## src/rtl/pipeline_pkg.sv

```systemverilog
// Shared pipeline definitions: datapath widths, memory-stage FSM states and
// the writeback bundle also consumed by the writeback stage.
package pipeline_pkg;

  localparam int DATA_W     = 24;
  localparam int REG_ADDR_W = 4;

  typedef enum logic [0:0] {
    IDLE = 1'b0,
    WAIT = 1'b1
  } mem_state_t;

  typedef struct packed {
    logic                  regWe;
    logic [REG_ADDR_W-1:0] regToWrite;
    logic [DATA_W-1:0]     wbData;
  } wb_bundle_t;

  // All-zero bundle: a writeback bubble that writes nothing.
  localparam wb_bundle_t WB_BUBBLE = '0;

endpackage

```

## src/rtl/memory_stage_if.sv

```systemverilog
// Data-memory bus between the memory stage (master) and the memory (slave).
//
// Handshake: the master raises memReq with memWrite/memAddr/memWdata valid and
// holds all of them stable until it samples memAck=1 on a rising edge; that
// edge completes the access (memRdata is valid in the same cycle as memAck for
// loads). memAck while memReq=0 carries no meaning and is ignored. A reset may
// drop memReq without an ack, which aborts the access.
interface memory_stage_if #(
  parameter int DATA_W = pipeline_pkg::DATA_W
) ();

  logic              memReq;
  logic              memWrite;
  logic [DATA_W-1:0] memAddr;
  logic [DATA_W-1:0] memWdata;
  logic [DATA_W-1:0] memRdata;
  logic              memAck;

  modport master (
    output memReq, memWrite, memAddr, memWdata,
    input  memRdata, memAck
  );

  modport slave (
    input  memReq, memWrite, memAddr, memWdata,
    output memRdata, memAck
  );

endinterface

```

## src/rtl/mem_wb_reg.sv

```systemverilog
// Memory/writeback pipeline register. A bubble request loads an all-zero
// bundle so a stalled or failed access never reaches the register file.
module mem_wb_reg
  import pipeline_pkg::*;
(
  input  logic       clk,
  input  logic       reset,
  input  logic       bubble_i,
  input  wb_bundle_t d_i,
  output wb_bundle_t q_o
);

  wb_bundle_t q_q;

  // Register the writeback bundle every edge; bubble or reset forces zeros.
  always_ff @(posedge clk) begin
    if (reset || bubble_i) begin
      q_q <= WB_BUBBLE;
    end else begin
      q_q <= d_i;
    end
  end

  assign q_o = q_q;

endmodule

```

## src/rtl/memory_stage.sv

```systemverilog
// Fourth pipeline stage: performs the data-memory access for loads/stores over
// a req/ack bus, stalls upstream until the access completes, and registers the
// writeback bundle for the decode-stage register file.
// Optional feature macro: MEM_STAGE_TIMEOUT_EN (bus-timeout counter, sticky
// memFault). Without it WAIT lasts until memAck and memFault is tied 0.
module memory_stage #(
  parameter int DATA_W         = pipeline_pkg::DATA_W,
  parameter int REG_ADDR_W     = pipeline_pkg::REG_ADDR_W,
  parameter int TIMEOUT_CYCLES = 15
) (
  input  logic                    clk,
  input  logic                    reset,
  input  logic                    memWeIn,
  input  logic                    regWeIn,
  input  logic                    writeRegFromAluIn,
  input  logic [REG_ADDR_W-1:0]   regToWriteIn,
  input  logic [DATA_W-1:0]       dataToWriteIn,
  input  logic [DATA_W-1:0]       resultIn,
  memory_stage_if.master          mem,
  output logic                    stall,
  output logic                    regWeOut,
  output logic [REG_ADDR_W-1:0]   regToWriteOut,
  output logic [DATA_W-1:0]       wbData,
  output logic                    memFault,
  output pipeline_pkg::mem_state_t state_dbg_o
);

  pipeline_pkg::mem_state_t state_q, state_d;
  pipeline_pkg::wb_bundle_t wb_d, wb_q;

  logic is_store;
  logic is_load;
  logic mem_op;
  logic timeout_hit;
  logic bubble;

  // Classify the instruction presented by execute.
  assign is_store = memWeIn;
  assign is_load  = regWeIn & ~writeRegFromAluIn & ~memWeIn;
  assign mem_op   = is_store | is_load;

`ifdef MEM_STAGE_TIMEOUT_EN
  localparam int CNT_W = $clog2(TIMEOUT_CYCLES + 1);

  logic [CNT_W-1:0] wait_cnt_q, wait_cnt_d;
  logic             fault_q, fault_d;

  // Expiry only without an ack in the same cycle: a late ack still wins.
  assign timeout_hit = (state_q == pipeline_pkg::WAIT) && !mem.memAck &&
                       (wait_cnt_q == CNT_W'(TIMEOUT_CYCLES));

  // Counter held at zero outside WAIT so it starts from 0 on entry; saturates.
  always_comb begin
    wait_cnt_d = wait_cnt_q;
    fault_d    = fault_q | timeout_hit;
    if (state_q == pipeline_pkg::IDLE) begin
      wait_cnt_d = '0;
    end else if (wait_cnt_q != CNT_W'(TIMEOUT_CYCLES)) begin
      wait_cnt_d = wait_cnt_q + 1'b1;
    end
  end

  // Wait counter and sticky fault flag; only reset clears the fault.
  always_ff @(posedge clk) begin
    if (reset) begin
      wait_cnt_q <= '0;
      fault_q    <= 1'b0;
    end else begin
      wait_cnt_q <= wait_cnt_d;
      fault_q    <= fault_d;
    end
  end

  assign memFault = fault_q;
`else
  assign timeout_hit = 1'b0;
  assign memFault    = 1'b0;
`endif

  // FSM state register.
  always_ff @(posedge clk) begin
    if (reset) begin
      state_q <= pipeline_pkg::IDLE;
    end else begin
      state_q <= state_d;
    end
  end

  // FSM next state: enter WAIT only when an access does not finish at once.
  always_comb begin
    state_d = state_q;
    case (state_q)
      pipeline_pkg::IDLE: if (mem_op && !mem.memAck) state_d = pipeline_pkg::WAIT;
      pipeline_pkg::WAIT: if (mem.memAck || timeout_hit) state_d = pipeline_pkg::IDLE;
      default:            state_d = pipeline_pkg::IDLE;
    endcase
  end

  // FSM outputs: request and stall, both forced low during reset.
  always_comb begin
    mem.memReq = 1'b0;
    stall      = 1'b0;
    if (!reset) begin
      case (state_q)
        pipeline_pkg::IDLE: begin
          mem.memReq = mem_op;
          stall      = mem_op & ~mem.memAck;
        end
        pipeline_pkg::WAIT: begin
          mem.memReq = 1'b1;
          stall      = ~mem.memAck & ~timeout_hit;
        end
        default: begin
          mem.memReq = 1'b0;
          stall      = 1'b0;
        end
      endcase
    end
  end

  // Bus fields follow the held upstream inputs; meaningful only with memReq.
  assign mem.memWrite = is_store;
  assign mem.memAddr  = resultIn;
  assign mem.memWdata = dataToWriteIn;

  // Writeback candidate: load data only for a load, ALU result otherwise.
  always_comb begin
    wb_d            = pipeline_pkg::WB_BUBBLE;
    wb_d.regWe      = regWeIn;
    wb_d.regToWrite = regToWriteIn;
    wb_d.wbData     = is_load ? mem.memRdata : resultIn;
  end

  // A stalled cycle or a timed-out access must not write back.
  assign bubble = stall | timeout_hit;

  mem_wb_reg u_mem_wb_reg (
    .clk      (clk),
    .reset    (reset),
    .bubble_i (bubble),
    .d_i      (wb_d),
    .q_o      (wb_q)
  );

  assign regWeOut      = wb_q.regWe;
  assign regToWriteOut = wb_q.regToWrite;
  assign wbData        = wb_q.wbData;
  assign state_dbg_o   = state_q;

endmodule

```

## src/flat_wrapper.sv

```systemverilog
// flat-port wrapper written by rule: the top's interface ports become plain ports
module memory_stage_flat 
#(
  parameter int DATA_W         = pipeline_pkg::DATA_W,
  parameter int REG_ADDR_W     = pipeline_pkg::REG_ADDR_W,
  parameter int TIMEOUT_CYCLES = 15
)
  (clk, reset, memWeIn, regWeIn, writeRegFromAluIn, regToWriteIn, dataToWriteIn, resultIn, stall, regWeOut, regToWriteOut, wbData, memFault, state_dbg_o, mem_memReq, mem_memWrite, mem_memAddr, mem_memWdata, mem_memRdata, mem_memAck);
  memory_stage_if #(.DATA_W(DATA_W)) mem_i ();
  input  logic clk;
  input  logic reset;
  input  logic memWeIn;
  input  logic regWeIn;
  input  logic writeRegFromAluIn;
  input  logic [REG_ADDR_W-1:0] regToWriteIn;
  input  logic [DATA_W-1:0] dataToWriteIn;
  input  logic [DATA_W-1:0] resultIn;
  output logic stall;
  output logic regWeOut;
  output logic [REG_ADDR_W-1:0] regToWriteOut;
  output logic [DATA_W-1:0] wbData;
  output logic memFault;
  output pipeline_pkg::mem_state_t state_dbg_o;
  output wire logic [$bits(mem_i.memReq)-1:0] mem_memReq;
  output wire logic [$bits(mem_i.memWrite)-1:0] mem_memWrite;
  output wire logic [$bits(mem_i.memAddr)-1:0] mem_memAddr;
  output wire logic [$bits(mem_i.memWdata)-1:0] mem_memWdata;
  input wire logic [$bits(mem_i.memRdata)-1:0] mem_memRdata;
  input wire logic [$bits(mem_i.memAck)-1:0] mem_memAck;
  assign mem_memReq = mem_i.memReq;
  assign mem_memWrite = mem_i.memWrite;
  assign mem_memAddr = mem_i.memAddr;
  assign mem_memWdata = mem_i.memWdata;
  assign mem_i.memRdata = mem_memRdata;
  assign mem_i.memAck = mem_memAck;
  memory_stage #(.DATA_W(DATA_W), .REG_ADDR_W(REG_ADDR_W), .TIMEOUT_CYCLES(TIMEOUT_CYCLES)) u_core (.clk(clk), .reset(reset), .memWeIn(memWeIn), .regWeIn(regWeIn), .writeRegFromAluIn(writeRegFromAluIn), .regToWriteIn(regToWriteIn), .dataToWriteIn(dataToWriteIn), .resultIn(resultIn), .mem(mem_i), .stall(stall), .regWeOut(regWeOut), .regToWriteOut(regToWriteOut), .wbData(wbData), .memFault(memFault), .state_dbg_o(state_dbg_o));
endmodule
```

## config.mk

```make
export PLATFORM = sky130hd
export DESIGN_NAME = memory_stage_flat
export DESIGN_NICKNAME = d
export VERILOG_FILES = /design/src/rtl/pipeline_pkg.sv /design/src/rtl/memory_stage_if.sv /design/src/rtl/mem_wb_reg.sv /design/src/rtl/memory_stage.sv /design/src/flat_wrapper.sv
export SDC_FILE = /design/constraint.sdc
export NUM_CORES = 1
export LEC_CHECK = 0
export BUFFER_PORTS_ARGS = -buffer_cell sky130_fd_sc_hd__buf_2
export CORE_MARGIN = 4
export CORE_UTILIZATION = 35
export DETAILED_ROUTE_END_ITERATION = 16
export PLACE_DENSITY = 0.8
export SYNTH_ARGS = -nofsm -noshare
export SYNTH_HDL_FRONTEND = slang
export SYNTH_SLANG_ARGS = --single-unit
export TNS_END_PERCENT = 100
```

## constraint.sdc

```tcl
create_clock -name clk -period 1.3 [get_ports clk]
set_input_delay 0.065 -clock clk [delete_from_list [all_inputs] [get_ports clk]]
set_output_delay 0.065 -clock clk [all_outputs]
set_load 0.01 [all_outputs]
```

==> flow_metrics.tcl <==
set metrics [dict create \
    routed_via_density 4.37 \
    wl_per_cell_um 13.3 \
    cts_buffers 5 \
    fin_cells 271 \
    io_buffers 114 \
    dieHeight_um 75.4 \
    finalSetupViolations 0 \
    hpwl_mm 2.90 \
    num_rows 24 \
    post-route-period-util_pct 91.7 \
    period_needed_ps 1190 \
    slew_headroom_pct 50.2 \
    antenna_cells 0 \
    core_area_sq_um 4380 \
    finalMaxSlewViolations 0 \
    cp_max_fo 3 \
    initial_utilization_pct 36.3 \
    clkLatencyLatePin_ps 270 \
    antenna_found_initial 0 \
    post_cts_resized 0 \
    ys_seq_area_share_pct 37.8 \
    maxClockFrequency_mhz 839 \
    power.leakage_nw 0.948 \
    ys_types 17 \
    drt_iter0_drc 16 \
    clock_tree.buffer_depth 2 \
    grt_max_degree 33 \
    power_density_nw_per_um2 1120 \
    finalNetCount 300 \
    post_route_cells_drive_above_1_share_pct 66.2 \
    syn_area_sq_um 1590 \
    clockRootBuffer "clkbuf_8" \
    cp_data_arrival_time_ps 1130 \
    dp_cells 262 \
    numClockSinks 30 \
    firstDrtPassIters 3 \
    die_x_um 75.4 \
    drc 0 \
    grt_overflow 0 \
    post-route-util_pct 43.7 \
    hold_viol_final 0 \
    gr-usage-all-layers_pct 11.8 \
    skew_ps 1.21 \
    synth_seq_cells 30 \
    vias 1183 \
    syn-mean-instance-area_sq_um 10.5 \
    setup-tns-final_ps 0 \
    path_class "flop to primary output" \
    wirelength_mm 3.59 \
    rsz0062_at_grt "false" \
    endpoint_kind "primary output" \
    h-tree-depth 2 \
    max_cap_violations 0 \
    min_path_type "input port to flop" \
    fillers 420 \
    startpoint_type "flop" \
    ant_nets 0 \
    syn-instance-count 151 \
    place.gp.congestion 0.726 \
    cp_data_required_time_ps 1240 \
    dieArea_sq_um 5690 \
    ys_warn_count 0 \
    status "finished clean" \
    postSynthNetCount 233 \
    tightest_slew_ps 747 \
    grt_pass1_vias 1094 \
    grt_pass1_wl_mm 4.95 \
    ir_drop_mv 0.317 \
    area_growth_pct 20.5 \
    io_pins 164 \
    tritoncts "done" \
    clk_pin_slew_worst_paths_ps 60 \
    r2r_setup_slack_ps 190 \
]
## where the power goes
part	leakage, nW	switching (mW)	total [mW]	internal [mW]
Combinational	0.652	0.219	0.418	0.199
Clock	0.0482	0.310	0.735	0.426
Sequential	0.248	0.0117	0.986	0.974
## state kept, by name (all words and copies together), names as in the netlist
| name | flops |
|---|---|
| u_core.state_dbg_o | 1 |
| u_core.u_mem_wb_reg.q_o | 29 |
## repair_timing
item,CTS,global route
endpoints found under the hold margin,1,0
hold buffers,1,0
setup buffers,0,0
## final timing paths
| path | from | to | cells after the start |
|---|---|---|---|
| hold / removal | regToWriteIn[2] | u_core.u_mem_wb_reg.q_o[26]$_SDFF_PP0_ | 2 |
| hold reg to reg | u_core.state_dbg_o$_SDFF_PP0_ | u_core.state_dbg_o$_SDFF_PP0_ | 2 |
| setup reg to reg | u_core.state_dbg_o$_SDFF_PP0_ | u_core.u_mem_wb_reg.q_o[28]$_SDFF_PP0_ | 3 |
| setup / recovery | u_core.state_dbg_o$_SDFF_PP0_ | stall | 3 |
## Yosys cell counts
cell type,instances,share of area [%]
mux2i_1,24,15
buf_8,1,0.94
nor2b_1,1,0.39
nor3b_2,1,0.79
o31a_1,1,0.55
nor3_1,9,2.8
buf_6,3,2.1
nor3_2,18,11
buf_2,1,0.31
inv_1,1,0.24
buf_1,2,0.47
nor2_1,1,0.24
conb_1,1,0.24
clkbuf_1,1,0.24
nor3b_1,5,2.4
dfxtp_1,30,38
buf_4,51,24
## layer usage
layer	track usage, %	wire (um)	up-vias	part of all wire, %
met4	7.77	114	0	3.2
met5	0	0	-	0
met2	22.1	1920	65	54
li1	-	-	592	-
met1	10.4	1130	510	31
met3	4.22	428	16	12
## area by class of cell
type	count	area [sq um]	area share [%]
Timing Repair Buffer	119	611	31.9
Sequential cell	30	601	31.3
Multi-Input combinational cell	61	546	28.5
Clock buffer	7	86.3	4.50
Tap cell	52	65.1	3.39
Clock inverter	1	5.00	0.261
Inverter	1	3.75	0.196
## layout by cell type, fill, tap and decap left out
| cell type | count |
|---|---|
| dlygate4sd3_1 | 1 |
| inv_1 | 1 |
| nor2_1 | 1 |
| buf_4 | 4 |
| mux2i_1 | 24 |
| nor3_1 | 9 |
| clkbuf_1 | 1 |
| dfxtp_1 | 30 |
| clkbuf_8 | 6 |
| clkinv_2 | 1 |
| nor3b_1 | 5 |
| buf_2 | 114 |
| o31a_2 | 1 |
| nor3b_4 | 1 |
| conb_1 | 1 |
| nor2b_1 | 1 |
| nor3_2 | 18 |
## critical path, cell delays in order (launching register included)
cell	delay (ps)
dfxtp_1	310
nor3_1	310
nor3_1	70
buf_2	170
## per-stage QoR
step           hold slack, ps  worst slack (ps)  total power [mW]  cell area (sq um)
2_1_floorplan             141               203              1.36               1590
3_3_place_gp              130               115              1.42               1820
3_5_place_dp              130               134              1.43               1820
4_1_cts                  45.2              85.4              2.19               1920
5_1_grt                  47.3              38.3              2.26               1920
6_report                 57.1               108              2.14               1920
## cell families (layout without fill, tap and decap cells)
family | Yosys count | count (layout) | synth area share (%)
AOI/OAI and AO/OA | 1 | 1 | 0.551
buffers and inverters | 60 | 128 | 28.4
DFF | 30 | 30 | 37.8
muxes | 24 | 24 | 15.1
other | 1 | 1 | 0.236
and+or+nand+nor | 35 | 35 | 17.9
No activity file was read; power rests on OpenSTA's default activity.
